File: config.mk
export PLATFORM = sky130hd
export DESIGN_NAME = sprite_eval_ctrl
export DESIGN_NICKNAME = d
export VERILOG_FILES = /design/src/rtl/oam_pkg.sv /design/src/rtl/sprite_range_cmp.sv /design/src/rtl/sprite_eval_ctrl.sv
export SDC_FILE = /design/constraint.sdc
export NUM_CORES = 1
export LEC_CHECK = 0
export CAP_MARGIN = 0
export CORE_UTILIZATION = 35
export DETAILED_ROUTE_END_ITERATION = 12
export PLACE_DENSITY = 0.64
export SKIP_LAST_GASP = 1
export SYNTH_ARGS = -nofsm -noshare
export SYNTH_HDL_FRONTEND = slang
export SYNTH_SLANG_ARGS = --single-unit
File: constraint.sdc
create_clock -name clk -period 9.45 [get_ports clk]
set_input_delay 2.835 -clock clk [delete_from_list [all_inputs] [get_ports clk]]
set_output_delay 2.835 -clock clk [all_outputs]
set_load 0.02 [all_outputs]
File: src/rtl/oam_pkg.sv
`default_nettype none
// +----------------------------------------------------------------------------+
// | oam_pkg : OAM geometry, object layout and evaluation FSM encodings          |
// | Revision: 1.0                                                               |
// +----------------------------------------------------------------------------+
package oam_pkg;

    localparam int c_NUM_OBJ = 64;
    localparam int c_MAX_SPR = 8;
    localparam int c_SPR_H   = 8;

    localparam int c_BYTE_Y    = 0;
    localparam int c_BYTE_TILE = 1;
    localparam int c_BYTE_ATTR = 2;
    localparam int c_BYTE_X    = 3;

    typedef struct packed {
        logic [7:0] x;
        logic [7:0] attr;
        logic [7:0] tile;
        logic [7:0] y;
    } oam_obj_t;

    typedef logic [2:0] state_t;
    localparam state_t c_ST_IDLE    = 3'd0;
    localparam state_t c_ST_CPU_ACC = 3'd1;
    localparam state_t c_ST_CPU_RSP = 3'd2;
    localparam state_t c_ST_EVAL    = 3'd3;
    localparam state_t c_ST_DRAIN   = 3'd4;
    localparam state_t c_ST_FIN     = 3'd5;

endpackage
`default_nettype wire

File: src/rtl/sprite_range_cmp.sv
`default_nettype none
// +----------------------------------------------------------------------------+
// | sprite_range_cmp : vertical in-range test of one object against a scanline  |
// | Revision: 1.0                                                               |
// +----------------------------------------------------------------------------+
module sprite_range_cmp
    import oam_pkg::*;
#(
    parameter int SPR_H = c_SPR_H
) (
    input  logic [7:0] i_scanline,
    input  logic [7:0] i_y,
    output logic       o_in_range
);

    localparam logic [8:0] c_HEIGHT = 9'(SPR_H);

    logic [8:0] w_diff;

    // 9-bit difference: the borrow bit rejects objects below the line, no wrap
    assign w_diff     = {1'b0, i_scanline} - {1'b0, i_y};
    assign o_in_range = !w_diff[8] && (w_diff < c_HEIGHT);

endmodule
`default_nettype wire

File: src/rtl/sprite_eval_ctrl.sv
`default_nettype none
// +----------------------------------------------------------------------------+
// | sprite_eval_ctrl : OAM port owner arbitrating CPU access and sprite eval    |
// | Revision: 1.0                                                               |
// +----------------------------------------------------------------------------+
module sprite_eval_ctrl
    import oam_pkg::*;
#(
    parameter int NUM_OBJ = c_NUM_OBJ,
    parameter int MAX_SPR = c_MAX_SPR,
    parameter int SPR_H   = c_SPR_H
) (
    input  logic                         clk,
    input  logic                         rst_n,
    input  logic                         eval_start,
    input  logic [7:0]                   scanline,
    input  logic                         cpu_req,
    input  logic                         cpu_rw,
    input  logic [5:0]                   cpu_addr,
    input  logic [31:0]                  cpu_wdata,
    output logic                         cpu_ack,
    output logic [31:0]                  cpu_rdata,
    output logic                         oam_en,
    output logic                         oam_rw,
    output logic [5:0]                   oam_addr,
    output logic [31:0]                  oam_wdata,
    input  logic [31:0]                  oam_rdata,
    output logic                         spr_wr_en,
    output logic [$clog2(MAX_SPR)-1:0]   spr_wr_idx,
    output logic [31:0]                  spr_wr_data,
    output logic [$clog2(MAX_SPR+1)-1:0] spr_count,
    output logic                         spr_overflow,
    output logic                         busy,
    output logic                         done
);

    localparam int c_IW = $clog2(MAX_SPR);
    localparam int c_CW = $clog2(MAX_SPR + 1);
    localparam logic [c_CW-1:0] c_MAX_CNT   = c_CW'(MAX_SPR);
    localparam logic [5:0]      c_LAST_ADDR = 6'(NUM_OBJ - 1);

    state_t     r_state;
    logic [7:0] r_line;
    logic       r_pend;
    logic [7:0] r_pend_line;
    logic       r_eval_vld;
    logic       w_in_range;

    sprite_range_cmp #(.SPR_H(SPR_H)) u_range_cmp (
        .i_scanline (r_line),
        .i_y        (oam_rdata[c_BYTE_Y*8 +: 8]),
        .o_in_range (w_in_range)
    );

    always_ff @(posedge clk) begin
        if (!rst_n) begin
            r_state      <= c_ST_IDLE;
            r_line       <= '0;
            r_pend       <= 1'b0;
            r_pend_line  <= '0;
            r_eval_vld   <= 1'b0;
            cpu_ack      <= 1'b0;
            cpu_rdata    <= '0;
            oam_en       <= 1'b0;
            oam_rw       <= 1'b0;
            oam_addr     <= '0;
            oam_wdata    <= '0;
            spr_wr_en    <= 1'b0;
            spr_wr_idx   <= '0;
            spr_wr_data  <= '0;
            spr_count    <= '0;
            spr_overflow <= 1'b0;
            busy         <= 1'b0;
            done         <= 1'b0;
        end else begin
            cpu_ack    <= 1'b0;
            done       <= 1'b0;
            spr_wr_en  <= 1'b0;
            oam_en     <= 1'b0;
            // Every EVAL cycle issues a read, so its data is valid one cycle later
            r_eval_vld <= (r_state == c_ST_EVAL);

            if (eval_start && (r_state != c_ST_IDLE)) begin
                r_pend      <= 1'b1;
                r_pend_line <= scanline;
            end

            if (r_eval_vld && w_in_range) begin
                if (spr_count < c_MAX_CNT) begin
                    spr_wr_en   <= 1'b1;
                    spr_wr_idx  <= spr_count[c_IW-1:0];
                    spr_wr_data <= oam_rdata;
                    spr_count   <= spr_count + 1'b1;
                end else begin
                    spr_overflow <= 1'b1;
                end
            end

            case (r_state)
                c_ST_IDLE: begin
                    if (r_pend || eval_start) begin
                        r_state      <= c_ST_EVAL;
                        r_line       <= eval_start ? scanline : r_pend_line;
                        r_pend       <= 1'b0;
                        spr_count    <= '0;
                        spr_overflow <= 1'b0;
                        busy         <= 1'b1;
                        oam_en       <= 1'b1;
                        oam_rw       <= 1'b0;
                        oam_addr     <= '0;
                    end else if (cpu_req) begin
                        r_state   <= c_ST_CPU_ACC;
                        oam_en    <= 1'b1;
                        oam_rw    <= cpu_rw;
                        oam_addr  <= cpu_addr;
                        oam_wdata <= cpu_wdata;
                    end
                end
                c_ST_CPU_ACC: r_state <= c_ST_CPU_RSP;
                c_ST_CPU_RSP: begin
                    cpu_ack <= 1'b1;
                    if (!oam_rw) begin
                        cpu_rdata <= oam_rdata;
                    end
                    r_state <= c_ST_IDLE;
                end
                c_ST_EVAL: begin
                    if (oam_addr == c_LAST_ADDR) begin
                        r_state <= c_ST_DRAIN;
                    end else begin
                        oam_en   <= 1'b1;
                        oam_addr <= oam_addr + 1'b1;
                    end
                end
                c_ST_DRAIN: begin
                    done    <= 1'b1;
                    r_state <= c_ST_FIN;
                end
                c_ST_FIN: begin
                    busy    <= 1'b0;
                    r_state <= c_ST_IDLE;
                end
                default: r_state <= c_ST_IDLE;
            endcase
        end
    end

endmodule
`default_nettype wire

==> results of run 1 <==
## layout make-up
type                    instances  area (um2)
inverters                      10        37.5
flip-flops and latches        137        2740
clock buffers                  24         492
repair buffers                202        2010
well taps                     216         270
multi-input cells             484        2820
fillers                      1463        7570
clock inverters                 7         115
## report_power, final
part,internal (mW),switching (mW)
logic,0.165,0.212
clock network,0.441,0.239
registers,0.627,0.0331
total,1.23,0.485
## layer usage
metal	global-route usage (%)	wire length, um
met1	21.4	6870
met2	33.2	8210
met3	6.15	1030
met4	8.65	456
met5	0	0
## synth_stat cells (all sizes together), types with 2 or more instances
cell type / count / share of area [%]
nand2: 229 / 15
dfxtp: 137 / 47
nor3b: 2 / 0.26
ha: 9 / 1.9
nor3: 3 / 0.26
o221a: 3 / 0.58
a21boi: 74 / 9.6
a21o: 3 / 0.39
mux2i: 46 / 7.9
nor4b: 2 / 0.30
nand2b: 4 / 0.43
nor2: 14 / 0.90
buf: 6 / 0.99
o21ai: 10 / 0.86
and3: 4 / 0.43
nor2b: 5 / 0.54
o211a: 9 / 1.6
nor4: 4 / 0.69
and4: 2 / 0.30
clkbuf: 41 / 2.6
a21oi: 17 / 1.5
and2: 4 / 0.43
a2111o: 2 / 0.39
inv: 10 / 0.65
a211o: 2 / 0.30
nand3: 16 / 1.4
o211ai: 4 / 0.52
o21a: 3 / 0.39
## logic make-up after synthesis
| group | Yosys count | share of synthesized area (%) |
|---|---|---|
| AND/OR/NAND/NOR | 295 | 21.5 |
| adder cells (fa/ha/maj) | 9 | 1.94 |
| XOR/XNOR | 1 | 0.151 |
| multiplexers | 46 | 7.93 |
| buffers and inverters | 57 | 4.29 |
| AO/OA/AOI/OAI | 133 | 16.9 |
| flip-flops | 137 | 47.2 |
## flip-flops by register name (all words and copies together), names as in the netlist, 3 cells and up
register     cells
r_pend_line      8
oam_wdata       32
cpu_rdata       32
r_state          3
oam_addr         6
spr_wr_data     32
spr_wr_idx       3
spr_count        4
r_line           8
## final timing paths
path / from / to / slack [ps] / cells after the start
worst max-delay path: eval_start / oam_wdata[9] / 3850 / 5
worst min-delay path: spr_wr_data[22] / spr_wr_data[22] / 460 / 2
worst max register to register: r_line[3] / spr_wr_data[26] / 6610 / 8
worst min register to register: spr_wr_data[22] / spr_wr_data[22] / 460 / 2
## worst max-delay path, delay by kind of cell
family	cells	cell delay, ps
AND/OR/NAND/NOR	3	2050
buffers and inverters	1	850
AO/OA/AOI/OAI	1	130
==> impl_metrics.py, run 1 <==
metrics = {
    "worst_setup_path": {
        "end_kind": "register",
        "crit_arrival_ps": 5890,
        "cpPeakStageDelay_ps": 990,
        "required_ps": 9730,
        "crit_chain": "clkdlybuf4s50_1, nor2_1, nand3_1, nand2_1, a21boi_0",
        "crit_fanout": 32,
        "crit_type": "input pin to register",
        "crit_path_start_kind": "input pin",
        "slowest_stage": "nand3_1",
    },
    "final_layout": {
        "drive_above_1_share_pct": 4.75,
        "post-route-util_pct": 52.9,
        "fin_cells": 1080,
        "antenna_cells": 0,
        "final_cell_mix": "nand2_1 (229), clkdlybuf4s50_1 (197), dfxtp_1 (137)",
        "final_common_cell": "nand2_1",
        "fin_area_um2": 8490,
        "fin_nets": 944,
        "areaGrowthSynthToFinish_pct": 46.2,
    },
    "die": {
        "fp.dieH_um": 131,
        "start_util_pct": 36.2,
        "dieArea_um2": 17100,
        "num_io_pins": 199,
        "core_area_um2": 16100,
        "row_count": 46,
        "die_w_um": 131,
    },
    "sta": {
        "final-hold-violation-count": 0,
        "fmax_ghz": 0.178,
        "fin_crit_sh_pct": 59.3,
        "relSlewSlack_pct": 18.2,
        "finClkSkew_ps": 6.29,
        "setup_tns_ps": 0,
        "layout_min_cycle_time_ps": 5600,
        "whs_ps": 457,
        "drv_slew": 0,
        "setup_viol": 0,
        "rsz0062_at_grt": "false",
        "tightest_slew_ps": 1220,
        "worst_slack_ps": 3850,
    },
    "synth": {
        "syn_avg_cell_area_um2": 8.57,
        "synthDistinctLibCells": 48,
        "yosysWarningCount": 0,
        "synth-main-ff-cell": "dfxtp_1",
        "synth-edff-count": 0,
        "async_flop_share_pct": 0,
        "syn_inst": 678,
        "synth_seq_area_share_pct": 47.2,
        "syn-cell-area_um2": 5810,
        "synth_nets": 770,
        "ys_ff_latch": 137,
    },
    "place": {
        "dp.cells": 1049,
        "hpwlAfterDp_um": 11700,
        "dp_slack_ps": 3330,
        "gp_congestion": 0.912,
        "post_dp_cell_area_um2": 7880,
        "port_buffers": 198,
    },
    "clock_network": {
        "clockBufferDepth": 2,
        "cts_hold_buffers": 0,
        "cts_max_level": 4,
        "clkSlewWorstSetupHoldPaths_ps": 60,
        "clk_latency_ps": 410,
        "ctsResizeCount": 0,
        "clockRootBuffer": "clkbuf_16",
        "postCtsSetupRepairBufs": 0,
        "clock-sinks": 137,
        "cts_tree": "done",
        "cts_buffers": 17,
    },
    "worst_hold_path": {
        "hold_path.class": "register to register",
    },
    "route": {
        "drcViolationCount": 0,
        "via_per_inst": 4.84,
        "drt-initial-drc-count": 210,
        "dr.pass1.iters": 4,
        "ant_nets": 0,
        "wl_um": 16600,
        "vias": 5226,
        "wire_per_inst_um": 15.3,
    },
    "global_routing": {
        "antenna_found_initial": 0,
        "grt_pass1_wl_um": 25200,
        "grt_max_degree": 112,
        "grt_usage_pct": 19.2,
        "grt_pass1_vias": 5078,
        "grt_overflow_total": 0,
    },
    "job": {
        "drv_cap": 0,
    },
    "power": {
        "ir_drop_mv": 0.117,
        "p_leak_nw": 3.14,
        "powerDensity_nw_per_um2": 202,
        "power_mw": 1.72,
    },
    "outcome": {
        "status": "completed",
    },
}
Note: power is estimated with default switching activity, not from simulation.
==> run 2: changes to the inputs <==
- PLACE_DENSITY: 0.64 -> 0.67
- clock period: 9.45 -> 5 ns (I/O delays scaled with it)
==> run 2 against run 1 <==
Highest routed layer unchanged. Wire length down 3.6%. Worst setup slack worse by 2800 ps. Clock skew shrank 2.1 ps. Via count shrank 2.2%. Critical path type unchanged. Count of clock-buffer cells in the layout is 1 lower. Global-route usage is 0.18 points lower. Flip-flop and latch count unchanged. First-iteration DRC count grew 34%. Register-to-register slack got worse by 4200 ps. Largest power group unchanged.
==> impl_metrics.py, run 2 (same netlist as run 1, synthesis figures left out) <==
metrics = {
    "route": {
        "wire_per_inst_um": 14.7,
        "drcViolationCount": 0,
        "ant_nets": 0,
        "drt-initial-drc-count": 281,
        "wl_um": 16000,
        "dr.pass1.iters": 4,
        "via_per_inst": 4.72,
        "vias": 5112,
    },
    "worst_setup_path": {
        "crit_end": "spr_wr_data[24]",
        "crit_arrival_ps": 4290,
        "reg2reg_to": "spr_wr_data[24]",
        "crit_path_start_kind": "input pin",
        "crit_type": "input pin to register",
        "r2r_setup_slack_ps": 2400,
        "r2r-start": "r_line[5]",
        "crit_fanout": 38,
        "required_ps": 5330,
        "crit_start": "oam_rdata[5]",
        "end_kind": "register",
        "ff2ff_path_depth": 7,
    },
    "clock_network": {
        "clock-sinks": 137,
        "cts_tree": "done",
        "clkSlewWorstSetupHoldPaths_ps": 60,
        "ctsResizeCount": 0,
        "cts_max_level": 4,
        "cts_hold_buffers": 0,
        "clockBufferDepth": 2,
        "clk_latency_ps": 410,
        "clockRootBuffer": "clkbuf_16",
        "postCtsSetupRepairBufs": 0,
        "cts_buffers": 17,
    },
    "final_layout": {
        "final_cell_mix": "nand2_1 (229), clkdlybuf4s50_1 (197), dfxtp_1 (137)",
        "largest_registers": "cpu_rdata x32, oam_wdata x32, spr_wr_data x32",
        "seq_area_um2": 2740,
        "nFillCells": 1476,
        "final_common_cell": "nand2_1",
        "areaGrowthSynthToFinish_pct": 47.2,
        "antenna_cells": 0,
        "drive_above_1_share_pct": 5.07,
        "fin_nets": 947,
        "fin_area_um2": 8550,
        "multi_input_area_um2": 2820,
    },
    "place": {
        "post_dp_cell_area_um2": 7930,
        "gp_congestion": 0.879,
        "hpwlAfterDp_um": 10800,
        "dp_slack_ps": 636,
        "port_buffers": 198,
    },
    "global_routing": {
        "grt_pass1_wl_um": 24900,
        "grt_max_degree": 108,
        "antenna_found_initial": 0,
        "grt_pass1_vias": 4742,
        "grt_usage_pct": 19.0,
        "grt_overflow_total": 0,
    },
    "outcome": {
        "status": "completed",
    },
    "sta": {
        "relSlewSlack_pct": 48.1,
        "fmax_ghz": 0.253,
        "rsz0062_at_grt": "false",
        "worst_slack_ps": 1040,
        "fin_crit_sh_pct": 79.2,
        "setup_viol": 0,
        "setup_tns_ps": 0,
        "finClkSkew_ps": 4.23,
        "whs_ps": 454,
        "layout_min_cycle_time_ps": 3960,
        "drv_slew": 0,
        "tightest_slew_ps": 779,
        "final-hold-violation-count": 0,
    },
    "job": {
        "drv_cap": 0,
    },
    "power": {
        "ir_drop_mv": 0.250,
        "powerDensity_nw_per_um2": 385,
        "power_mw": 3.29,
        "p_leak_nw": 3.18,
    },
    "die": {
        "num_io_pins": 199,
        "core_area_um2": 16100,
        "fp.dieH_um": 131,
        "dieArea_um2": 17100,
        "start_util_pct": 36.2,
        "die_w_um": 131,
        "row_count": 46,
    },
    "worst_hold_path": {
        "hold_path.class": "register to register",
    },
}
==> run 2: cell types whose count changed in the layout (fill, tap and decap cells not counted), sizes merged <==
| cell | change |
|---|---|
| bufinv | +1 |
| clkbuf | -1 |
| buf | +3 |
| clkinvlp | -1 |
| clkinv | +1 |
==> run 2: metrics by stage <==
step	cells	util, %
6_report	1083	53.2
2_1_floorplan	678	-
5_1_grt	1083	53.2
3_3_place_gp	1052	49.4
3_5_place_dp	1052	49.4
4_1_cts	1083	53.2
==> run 2: routing by layer <==
layer | part of all wire [%] | GRT usage [%]
met3 | 7.3 | 6.56
met2 | 47 | 29.8
met5 | 0 | 0
met4 | 1.8 | 7.30
met1 | 44 | 23.8
==> run 2: layout make-up <==
class,count,share of cell area [%]
inverters,10,0.439
flip-flops and latches,137,32.1
clock buffers,23,5.59
well taps,216,3.16
repair buffers,205,24.1
multi-input cells,484,33.0
clock inverters,8,1.67
==> run 2: power by group <==
| part | total, mW | internal [mW] | switching [mW] |
|---|---|---|---|
| sequential | 1.25 | 1.18 | 0.0621 |
| clock | 1.33 | 0.870 | 0.461 |
| combinational | 0.714 | 0.315 | 0.399 |
| total | 3.29 | 2.37 | 0.922 |
==> run 2: critical path, cell delays in order <==
cell	delay, ps
clkdlybuf4s50_1	520
inv_1	60
ha_1	390
a21o_1	210
a2111o_1	380
a211o_1	370
nor4_4	280
buf_12	310
mux2i_1	240
==> run 2: how the worst min path moves through the flow <==
stage                     from              end  slack [ps]  cells past startpoint
3_3_place_gp   spr_wr_data[19]  spr_wr_data[19]         440                      2
4_1_cts        spr_wr_data[22]  spr_wr_data[22]         460                      2
3_5_place_dp    spr_wr_data[8]   spr_wr_data[8]         450                      2
6_report       spr_wr_data[22]  spr_wr_data[22]         450                      2
5_1_grt        spr_wr_data[22]  spr_wr_data[22]         460                      2
2_1_floorplan   r_pend_line[0]   r_pend_line[0]         440                      2
